--- src/rtl/traffic_dp.sv ---
// Traffic-light datapath: per-state dwell counter, done decode, pedestrian
// request conditioning, lamp decode, round counter and illegal-state flag.
module traffic_dp #(
  parameter int unsigned CNT_W    = 12,
  parameter int unsigned G_CYC    = 1024,
  parameter int unsigned NONE_CYC = 256,
  parameter int unsigned Y_CYC    = 512,
  parameter int unsigned R_CYC    = 1024
) (
  input  logic       clk,
  input  logic       rst_n,
  input  logic [7:0] curr_state,
  input  logic       dp_cnt_rst,
  input  logic       pass_req,
  output logic [6:0] done_state,
  output logic       pass,
  output logic       lamp_g,
  output logic       lamp_y,
  output logic       lamp_r,
  output logic [7:0] rounds,
  output logic       state_err
);

  localparam int unsigned S_G1    = 1;
  localparam int unsigned S_NONE1 = 2;
  localparam int unsigned S_G2    = 3;
  localparam int unsigned S_NONE2 = 4;
  localparam int unsigned S_G3    = 5;
  localparam int unsigned S_Y     = 6;
  localparam int unsigned S_R     = 7;

  // Terminal counts truncated to CNT_W: a dwell of 2^CNT_W ends at all-ones.
  localparam logic [CNT_W-1:0] G_END    = CNT_W'(G_CYC - 1);
  localparam logic [CNT_W-1:0] NONE_END = CNT_W'(NONE_CYC - 1);
  localparam logic [CNT_W-1:0] Y_END    = CNT_W'(Y_CYC - 1);
  localparam logic [CNT_W-1:0] R_END    = CNT_W'(R_CYC - 1);

  logic [CNT_W-1:0] cnt_q, cnt_d;
  logic             s1_q, s1_d;
  logic             s2_q, s2_d;
  logic             s3_q, s3_d;
  logic [7:0]       rounds_q, rounds_d;
  logic             state_err_q, state_err_d;
  logic             one_hot;

  always_comb begin
    one_hot = $onehot(curr_state);

    done_state = '0;
    if (one_hot) begin
      done_state[0] = curr_state[S_G1]    & (cnt_q == G_END);
      done_state[1] = curr_state[S_NONE1] & (cnt_q == NONE_END);
      done_state[2] = curr_state[S_G2]    & (cnt_q == G_END);
      done_state[3] = curr_state[S_NONE2] & (cnt_q == NONE_END);
      done_state[4] = curr_state[S_G3]    & (cnt_q == G_END);
      done_state[5] = curr_state[S_Y]     & (cnt_q == Y_END);
      done_state[6] = curr_state[S_R]     & (cnt_q == R_END);
    end

    // Any non-one-hot encoding shows red only.
    lamp_g = 1'b0;
    lamp_y = 1'b0;
    lamp_r = 1'b1;
    if (one_hot) begin
      lamp_g = curr_state[S_G1] | curr_state[S_G2] | curr_state[S_G3];
      lamp_y = curr_state[S_Y];
      lamp_r = curr_state[S_R];
    end

    if (dp_cnt_rst)  cnt_d = '0;
    else if (&cnt_q) cnt_d = cnt_q;
    else             cnt_d = cnt_q + CNT_W'(1);

    s1_d = pass_req;
    s2_d = s1_q;
    s3_d = s2_q;

    rounds_d    = (curr_state[S_R] & done_state[6]) ? rounds_q + 8'd1 : rounds_q;
    state_err_d = state_err_q | ~one_hot;
  end

  always_ff @(posedge clk or negedge rst_n) begin
    if (!rst_n) begin
      cnt_q       <= '0;
      s1_q        <= 1'b0;
      s2_q        <= 1'b0;
      s3_q        <= 1'b0;
      rounds_q    <= '0;
      state_err_q <= 1'b0;
    end else begin
      cnt_q       <= cnt_d;
      s1_q        <= s1_d;
      s2_q        <= s2_d;
      s3_q        <= s3_d;
      rounds_q    <= rounds_d;
      state_err_q <= state_err_d;
    end
  end

  assign pass      = s2_q & ~s3_q;
  assign rounds    = rounds_q;
  assign state_err = state_err_q;

endmodule
--- config.mk ---
export PLATFORM = sky130hd
export DESIGN_NAME = traffic_dp
export DESIGN_NICKNAME = d
export VERILOG_FILES = /design/src/rtl/traffic_dp.sv
export SDC_FILE = /design/constraint.sdc
export NUM_CORES = 1
export LEC_CHECK = 0
export CAP_MARGIN = 20
export CORE_ASPECT_RATIO = 0.75
export CORE_UTILIZATION = 56
export DETAILED_ROUTE_END_ITERATION = 10
export DONT_BUFFER_PORTS = 1
export PLACE_DENSITY = 0.77
export SETUP_SLACK_MARGIN = 0.1
export SKIP_CTS_REPAIR_TIMING = 1
export SLEW_MARGIN = 20
export SYNTH_ARGS = -nofsm -noshare
export SYNTH_HDL_FRONTEND = slang
export SYNTH_SLANG_ARGS = --single-unit
--- constraint.sdc ---
create_clock -name clk -period 4.47 [get_ports clk]
set_clock_uncertainty 0.05 [all_clocks]
set_input_delay 0.6705 -clock clk [delete_from_list [all_inputs] [get_ports clk]]
set_output_delay 0.6705 -clock clk [all_outputs]
set_load 0.1 [all_outputs]
---- Yosys cells after proc, flatten, opt, wreduce, memory -nomap -nowiden ----
Index checks and enable logic that the tools add are counted.
operators by class
  $add $sub $neg .......................... 9
  eq/ne operators ......................... 5
  multiplexer cells ....................... 6
  bitwise logic cells ..................... 14
  reductions and logical operators ........ 1
operators with widths
  operator                                         count
  two-way mux 12 bit                               2
  adder 12 x 1 -> 12 bit, second input constant    1
  == test 12 x 10 -> 1 bit, second input constant  1
  == test 12 x 8 -> 1 bit, second input constant   1
  == test 12 x 9 -> 1 bit, second input constant   1
  AND reduction 12 bit                             1
  AND 1 bit                                        9
  adder 1 x 1 -> 2 bit                             4
  adder 8 x 1 -> 8 bit, second input constant      1
  two-way mux 7 bit                                1
  adder 2 x 2 -> 3 bit                             2
  adder 3 x 3 -> 4 bit                             1
  == test 4 x 1 -> 1 bit, second input constant    1
  two-way mux 1 bit                                3
  OR 1 bit                                         3
  != test 2 bit, second input constant             1
  inverter 1 bit                                   2
storage, ports and cells
  register bits after elaboration ......... 24
  output and inout port bits .............. 20

---- Logic depth before layout (Yosys ltp) ----
  depth after elaboration ................. 6
  mapped depth ............................ 12

---- Worst setup path after synthesis ----
OpenSTA, ideal clock, no wires.
  kind .................................... input to output
  from .................................... in curr_state[0]
  to ...................................... out done_state[1]
  arrival ................................. 6252 ps
  data required time ...................... 3750 ps
  path slack .............................. -2503 ps
  cell stages on the path ................. 12
  path buffers ............................ 1
  path through ............................ inv_1 fa_1 fa_1 fa_1 inv_1 ha_1 inv_1 fa_1 and4b_1 a21oi_2 clkbuf_1 nor4_1
on the way
  longest elaborated chain between the ends .. 5
ends and longest elaborated chain
  element                                     RTL line  source
  from (decl)                                 12        input logic [7:0] curr_state,
  adder 1 x 1 -> 2 bit (implied by the code)  47        one_hot = $onehot(curr_state);
  adder 2 x 2 -> 3 bit (implied by the code)  47
  adder 3 x 3 -> 4 bit (implied by the code)  47
  == test 4 x 1 -> 1 bit                      47
  two-way mux 7 bit                           50        if (one_hot) begin
  to (decl)                                   15        output logic [6:0] done_state,
Every way passes these cells.

---- Worst setup path in the final report ----
  from .................................... in curr_state[0]
  to ...................................... out done_state[3]
Same word-level chain as after synthesis.

==> results.cfg <==
[placement]
hpwlAfterDp_mm = 2.53
place_ws_ps = -28.5
portBuffers = 0
place_inst = 188
gp_congestion = 0.811

[synthesis]
ys_seq_elements = 24
yosysMostFrequentCell = dfrtp_1
ys_async_sr_fraction_pct = 100
synth_edf_count = 0
syn_area_per_cell_um2 = 9.91
syn-cell-area_um2 = 1440
yosys.area.top_type = dfrtp_1
synth_common_cells = dfrtp_1 (24), inv_1 (15), xor2_1 (10)
synth_seq_area_share_pct = 41.8
synth.distinct_cells = 39
yosys_warnings = 0
syn_nets = 166
synthTopCellsByArea = dfrtp_1 (42%), xor2_1 (6.1%), fa_1 (5.6%), ha_1 (4.4%), inv_1 (3.9%)
synth_ff_type = dfrtp_1
netlist_instances = 145
synth_top_area_share_pct = 41.8

[setup_path]
crit_slowest_cell = fa_1
path_cells = inv_8 > fa_1 > fa_1 > fa_1 > inv_1 > ha_2 > inv_2 > fa_1 > and4b_1 > a21oi_4 > buf_12 > nor4_4 > buf_12
required_ps = 3750
cp.arrival_ps = 3760
critPathCaptureType = output port
slowest_delay_ps = 550
path_max_fanout = 7
path_class = primary input to output port
crit_top_cell = fa_1
critPathLaunchType = primary input

[sta]
rsz0062_at_grt = yes
hold_violations = 0
worst_slew_pin_slew_ps = 1050
min_period_ps = 4480
fmax_mhz = 223
report.final.slew_viol_count = 0
worst_slack_ps = -13.5
setup_viol = 2
max-slew-margin-rel_pct = 29.4
finalCritPeriodShare_pct = 100

[route]
drtAntennaViolNets = 0
vias = 1196
via_per_inst = 6.10
wire_per_inst_um = 17.3
drc_errors = 0
firstDrtPassIters = 4
drt_iter0_drc = 109
wl_mm = 3.40

[clocking]
cts_tree = built
clockBufferDepth = 2
clock_latency_ps = 310
cts.sinks = 24
cts_htree_levels = 1
numCtsBuffers = 3
clk_pin_slew_worst_paths_ps = 130
cts_root_buffer = clkbuf_4

[power_and_ir_drop]
power.density_nw_per_um2 = 290
leakage_nw = 0.845
pwr-share-clk_pct = 20.3
total_power_w = 0.000551
sw_frac_of_total_pct = 35.4
combPwrFrac_pct = 39.1
seqPwrFrac_pct = 40.6
ir_worst_vdd_uv = 159
p_sw_w = 0.000195
internal-power_w = 0.000356

[die]
die_y_um = 45.9
dieWidth_um = 60.5
io_pins = 32
rows = 15
initial_core_util_pct = 60.7
coreArea_um2 = 2360
dieArea_um2 = 2770

[layout]
areaGrowthSynthToFinish_pct = 32.3
nets = 184
fin_cells = 196
drive_above_1_share_pct = 26.5
antenna-diode-count = 0

[job]
cap_violations = 0

[hold_path]
hold_class = primary input to asynchronous set/reset pin

[outcome]
failed_checks = setup timing
status = finished with violations

[grt]
grt_max_degree = 25
grt_pass1_wl_mm = 5.13
grt_pass1_vias = 1112
antenna_found_initial = 0
grt_overflow = 0
grt.total_usage_pct = 25.6
==> power by group through the flow <==
stage / clock network [W] / logic (W) / registers [W]
after global routing: 0.000120 / 0.000229 / 0.000225
after global placement: 0 / 0.000184 / 0.000228
after floorplan: 0 / 0.000142 / 0.000227
after detailed placement: 0 / 0.000190 / 0.000228
final: 0.000112 / 0.000215 / 0.000224
after CTS: 0.000113 / 0.000190 / 0.000224
==> stage by stage <==
stage                     utilization (%)  TNS [ps]  hold WS [ps]  area (um2)
after floorplan                         -     -3680           281        1570
after global routing                 80.4     -1050          90.6        1900
after detailed placement             76.6     -74.8           286        1810
after global placement               76.6         0           283        1810
after CTS                            78.1     -34.7         -21.1        1850
final                                80.4     -20.2          97.6        1900
==> registers in the layout, summed over array words and instances, names as in the netlist <==
| name | cells |
|---|---|
| s1_q | 1 |
| rounds | 8 |
| s2_q | 1 |
| state_err | 1 |
| s3_q | 1 |
| cnt_q | 12 |
==> cells in the final DEF (no fill, tap or decap), types with 2 or more instances in the layout <==
cell type   n
dfrtp_1    24
buf_12     12
inv_1      11
xor2_1     10
nand2_1     9
nand3_1     9
nor2_1      8
nor3_1      6
a21oi_1     5
nand4_1     5
a31oi_1     4
fa_1        4
ha_1        4
and4_1      3
nor4_4      3
nor3_4      3
clkbuf_4    3
buf_4       3
inv_2       2
and4b_1     2
or2_2       2
xnor2_1     2
o21bai_1    2
==> worst max-delay path: cells and delay by family <==
| kind | cells | cell delay (ps) |
|---|---|---|
| AOI/OAI and AO/OA | 1 | 60 |
| buffers and inverters | 5 | 490 |
| and+or+nand+nor | 2 | 470 |
| adders and majority gates | 5 | 2070 |
==> final timing paths <==
| kind | endpoint | slack [ps] | start | cells past startpoint |
|---|---|---|---|---|
| min in group clk | s2_q | 310 | s1_q | 0 |
| min | rounds[5] | 100 | rst_n | 1 |
| min reg2reg | s2_q | 310 | s1_q | 0 |
| max in group asynchronous | cnt_q[2] | 4130 | rst_n | 1 |
| max | done_state[3] | -10 | curr_state[0] | 13 |
| max reg2reg | rounds[7] | 2260 | rounds[2] | 4 |
==> area by class of cell <==
cell class | count | area (um2)
inverter | 15 | 66.3
clock buffer | 4 | 36.3
timing repair buffer | 16 | 274
tap | 34 | 42.5
sequential | 24 | 601
fill | 149 | 464
multi-input combinational | 103 | 881
==> metal layers <==
layer,track usage (%),wire length (um),up-vias
li1,-,-,554
met4,4.55,40,0
met1,34.0,1480,587
met5,0,0,-
met3,6.82,210,6
met2,42.9,1670,49
==> logic make-up (layout without fill, tap and decap cells) <==
group / after synthesis / count (layout) / share of synthesized area [%]
muxes: 1 / 1 / 0.784
adders and majority gates: 9 / 9 / 9.93
DFF: 24 / 24 / 41.8
and+or+nand+nor: 61 / 61 / 25.4
AOI/OAI and AO/OA: 20 / 20 / 9.93
buffers and inverters: 18 / 35 / 4.79
xor gates and xnor gates: 12 / 12 / 7.32
(Power assumes the default switching activity.)
